`config.mk`:
```
export PLATFORM = sky130hd
export DESIGN_NAME = pipe_skid_reg
export DESIGN_NICKNAME = d
export VERILOG_FILES = /design/src/rtl/pipe_skid_reg.sv
export SDC_FILE = /design/constraint.sdc
export NUM_CORES = 1
export LEC_CHECK = 0
export CAP_MARGIN = 30
export CELL_PAD_IN_SITES_DETAIL_PLACEMENT = 1
export CELL_PAD_IN_SITES_GLOBAL_PLACEMENT = 1
export CORE_AREA = 2 2 102 104
export DETAILED_ROUTE_END_ITERATION = 7
export DIE_AREA = 0 0 104 106
export PLACE_DENSITY = 0.71
export SLEW_MARGIN = 20
export SYNTH_ARGS = -nofsm -noshare
export SYNTH_HDL_FRONTEND = slang
export SYNTH_SLANG_ARGS = --single-unit
```
`constraint.sdc`:
```
create_clock -name clk -period 1.5 [get_ports clk]
set_input_delay 0.225 -clock clk [delete_from_list [all_inputs] [get_ports clk]]
set_output_delay 0.225 -clock clk [all_outputs]
set_load 0.1 [all_outputs]
```
`src/rtl/pipe_skid_reg.sv`:
```
// -----------------------------------------------------------------------------
// pipe_skid_reg
//
// Two-entry skid register for the boundary between two CPU pipeline stages,
// for example IF/ID or ID/EX. Data moves across the boundary with a
// valid/ready handshake. The downstream ready signal acts as the write enable.
// The skid entry lets upstream ready be a plain register, so there is no
// combinational path from i_ready to o_ready.
//
// Handshake semantics (both sides):
//   A transfer happens on a posedge where valid and ready are both 1.
//     - Accept = i_valid & o_ready (upstream -> this block)
//     - Take   = o_valid & i_ready (this block -> downstream)
//   Accept and Take are evaluated on the same edge.
//   While o_valid=1 and i_ready=0, o_data and o_valid hold constant.
//   Upstream only needs to hold i_data stable on its Accept cycle.
//   Items leave in strict FIFO order, with no loss and no duplication.
//
// Ports:
//   clk      in   1       clock; all state changes on posedge
//   resetn   in   1       synchronous active-low reset
//   i_data   in   LENGTH  upstream payload
//   i_valid  in   1       upstream payload valid
//   o_ready  out  1       block can accept (registered)
//   o_data   out  LENGTH  downstream payload (main register)
//   o_valid  out  1       o_data valid
//   i_ready  in   1       downstream accepts o_data this cycle
//   i_flush  in   1       discard all held entries
//   o_count  out  2       entries held (0..2); this is the FSM state
// -----------------------------------------------------------------------------
module pipe_skid_reg #(
  parameter int LENGTH = 32
) (
  input  logic              clk,
  input  logic              resetn,
  input  logic [LENGTH-1:0] i_data,
  input  logic              i_valid,
  output logic              o_ready,
  output logic [LENGTH-1:0] o_data,
  output logic              o_valid,
  input  logic              i_ready,
  input  logic              i_flush,
  output logic [1:0]        o_count
);

  // The state encoding equals the number of entries held.
  typedef enum logic [1:0] {
    ST_EMPTY = 2'd0,
    ST_ONE   = 2'd1,
    ST_FULL  = 2'd2
  } state_e;

  state_e            state_q, state_d;
  logic [LENGTH-1:0] main_q, main_d;
  logic [LENGTH-1:0] skid_q, skid_d;
  logic              valid_q;
  logic              ready_q;
  logic [1:0]        count_q;

  logic accept;
  logic take;

  // ready_q is 0 in FULL, so no Accept can happen there.
  assign accept = i_valid & ready_q;
  assign take   = valid_q & i_ready;

  // Next-state and datapath selection.
  always_comb begin
    state_d = state_q;
    main_d  = main_q;
    skid_d  = skid_q;

    unique case (state_q)
      ST_EMPTY: begin
        if (accept) begin
          main_d  = i_data;
          state_d = ST_ONE;
        end
      end

      ST_ONE: begin
        if (accept && take) begin
          // Back-to-back streaming. The old main value leaves and the new
          // item replaces it, which sustains 1 item/cycle.
          main_d = i_data;
        end else if (accept) begin
          // Downstream is stalled. The new item parks in skid.
          skid_d  = i_data;
          state_d = ST_FULL;
        end else if (take) begin
          state_d = ST_EMPTY;
        end
      end

      ST_FULL: begin
        // i_valid is ignored here because o_ready is low.
        if (take) begin
          main_d  = skid_q;
          state_d = ST_ONE;
        end
      end

      default: begin
        state_d = ST_EMPTY;
      end
    endcase

    // Flush drops every entry, including any same-cycle Accept. The data
    // registers keep their old contents, which are don't-care once o_valid
    // falls. A same-cycle Take has already completed from the downstream
    // stage's point of view.
    if (i_flush) begin
      state_d = ST_EMPTY;
      main_d  = main_q;
      skid_d  = skid_q;
    end
  end

  // State and registered outputs. Reset takes priority over flush and over
  // both handshakes.
  always_ff @(posedge clk) begin
    if (!resetn) begin
      state_q <= ST_EMPTY;
      main_q  <= '0;
      skid_q  <= '0;
      valid_q <= 1'b0;
      ready_q <= 1'b1;
      count_q <= 2'd0;
    end else begin
      state_q <= state_d;
      main_q  <= main_d;
      skid_q  <= skid_d;
      valid_q <= (state_d != ST_EMPTY);
      // o_ready comes only from next state, never from i_ready directly.
      ready_q <= (state_d != ST_FULL);
      count_q <= state_d;
    end
  end

  assign o_data  = main_q;
  assign o_valid = valid_q;
  assign o_ready = ready_q;
  assign o_count = count_q;

endmodule
```
==> impl_metrics.yaml <==
finish:
  fillers: 1111
  antenna_cells: 0
  final_nets: 465
  drive_gt1_share_pct: 35.57
  final_area_um2: 5069
  area_growth_pct: 49.70
  final_cells: 569
clock_tree:
  cts-htree-levels: 3
  clk_pin_slew_ns: 0.08
  cts_buffer_depth: 2
  cts_buffers: 9
  cts_sinks: 68
  cts-root-buf: "clkbuf_8"
  cts_tree: "yes"
  clk_latency_ns: 0.34
critical_path:
  required_ns: 1.71
  crit_path_end_kind: "flop"
  rrSetupSlack_ns: 0.03
  r2r-end: "o_data[30]"
  cp.arrival_ns: 1.68
  rr_startpoint: "o_count[1]"
  reg2reg_depth: 4
  crit_fanout: 16
  path_class: "flop to flop"
  worst_setup_path_start_kind: "flop"
yosys:
  netlist_area_um2: 3386
  yosysWarningCount: 0
  synth_top_area_share_pct: 40.21
  yosys_most_used_dff: "dfxtp_1"
  async_flop_share_pct: 0
  synth_edf_count: 0
  yosys.cell_types.count: 30
  synth_top_area_cell: "dfxtp_1"
  synth-seq-cells: 68
  synth.area.top_cells: "dfxtp_1, a311oi_2, a221oi_2"
  postSynthCellCount: 357
  synth_area_per_cell_um2: 9.484
  ys_seq_area_share_pct: 40.21
  synth_nets: 394
flow_run:
  cap_violations: 0
sta:
  fin_ws_ns: 0.03220
  fin_worst_skew_ns: 0.004469
  final.period_utilization_pct: 97.85
  worstMarginPinSlew_ns: 0.3423
  rsz0062_at_grt: "true"
  fmax_mhz: 681.3
  hold_viol_final: 0
  slew_headroom_pct: 77.18
  slew_violations: 0
  finalSetupViolCount: 0
  fin_crit_ns: 1.468
power_and_ir_drop:
  p_total_mw: 4.777
  ir_drop_mv: 0.3819
  total_leakage_power_nw: 1.716
  powerDensity_nw_per_um2: 942.6
placement:
  dpl.hpwl_mm: 6.665
  place_ws_ns: -0.4061
  place_area_um2: 4835
  place.gp.congestion: 0.7024
  dp.cells: 550
  io_buffers: 72
detailed_routing:
  drt_pass1_iterations: 4
  final_antenna_net_count: 0
  wl_mm: 10.85
  drc_errors: 0
  drt_iter0_drc: 179
  num_vias: 3128
  viasPerCell: 5.497
  detail_route.wl_per_cell_um: 19.07
hold_path:
  hold_path_end: "skid_q[27]"
  whs_path_depth: 3
  hp-class: "primary input to flop"
  worstHoldStart: "i_data[27]"
run_status:
  outcome: "finished clean"
die:
  die_y_um: 106
  core_region_area_um2: 10000
  die_area_um2: 11020
  die_w_um: 104
  io-pin-count: 73
  start_util_pct: 33.86
  rows: 37
global_routing:
  grtUsageTotal_pct: 19.82
  grt_pass1_wl_mm: 17.45
  grt_overflow: 0
  grt_pass1_vias: 3371
  grt_start_max_net_pins: 38
  antenna_found_initial: 0
cell families after synthesis:
group / Yosys count / synth area share (%)
AO/OA/AOI/OAI: 137 / 38.32
buffers and inverters: 45 / 7.280
flip-flops: 68 / 40.21
AND/OR/NAND/NOR: 107 / 14.19
synth_stat cells, types with 2 or more instances:
cell       n
a311oi_1   2
a221oi_2  25
buf_4      4
a21oi_1   35
buf_6      7
a221oi_1   8
o21ai_0   30
clkbuf_1  24
buf_2      8
a311oi_2  30
o21ai_1    3
dfxtp_1   68
nand2_1   65
nand3_1   32
registers in the layout (all words and copies together), names as in the netlist:
signal / flops
o_valid: 1
o_count: 2
skid_q: 32
o_data: 32
o_ready: 1
worst max-delay path, stage by stage (launching register included):
cell      delay, ns
dfxtp_4        0.35
and4bb_4       0.38
buf_4          0.14
a22o_4         0.32
a311oi_2       0.15
placed cells by master, fill, tap and decap left out, types with 15 or more instances in the layout:
master,n
nand2_1,65
o21ai_0,30
dfxtp_1,64
clkdlybuf4s50_1,36
a311oi_2,31
buf_4,15
buf_12,50
nand3_1,32
a221oi_2,27
a21oi_1,34
stage by stage:
step	util (%)	setup TNS [ns]	hold slack [ns]
2_1_floorplan	-	-3.492	0.3727
3_3_place_gp	48.35	-15.10	0.4585
3_5_place_dp	48.35	-17.07	0.4704
4_1_cts	50.26	0	0.4680
5_1_grt	50.69	-0.1638	0.4858
6_report	50.69	0	0.4783
where the power goes:
| part | switching (mW) | internal (mW) |
|---|---|---|
| Sequential | 0.0977 | 1.88 |
| Clock | 0.754 | 0.608 |
| Combinational | 0.853 | 0.587 |
worst max-delay path by stage:
stage                    start          to  slack (ns)  cells past startpoint
finish              o_count[1]  o_data[30]        0.03                      4
floorplan           o_count[0]   o_data[0]       -0.12                      5
CTS                    o_ready  o_data[24]        0.02                      5
global route        o_count[1]  o_data[28]       -0.03                      4
global placement       i_flush  o_data[12]       -0.37                      4
detailed placement     i_flush   o_data[4]       -0.41                      4
layer usage:
layer  GRT usage, %  vias up  wire length (um)
met5              0        -                 0
met4          7.529        0               156
met3          3.188       11               272
met2          36.84       52              5853
met1          22.78     1567              4566
li1               -     1498                 -
final cells by class:
class,count,area [um^2],area share [%]
inverters,2,7.507,0.1481
multi-input cells,245,1842,36.34
clock inverters,7,50.05,0.9874
well taps,136,170.2,3.357
clock buffers,9,123.9,2.444
repair buffers,102,1499,29.57
flip-flops and latches,68,1376,27.15
repair_timing:
item                       4_1_cts  5_1_grt
pin swaps                        0        1
setup endpoints to repair       32       12
hold endpoints to repair         0        0
buffers inserted                 0        1
hold buffers                     0        0
cloned                           1        1
gates resized for setup          1        2
(Power assumes the default switching activity.)
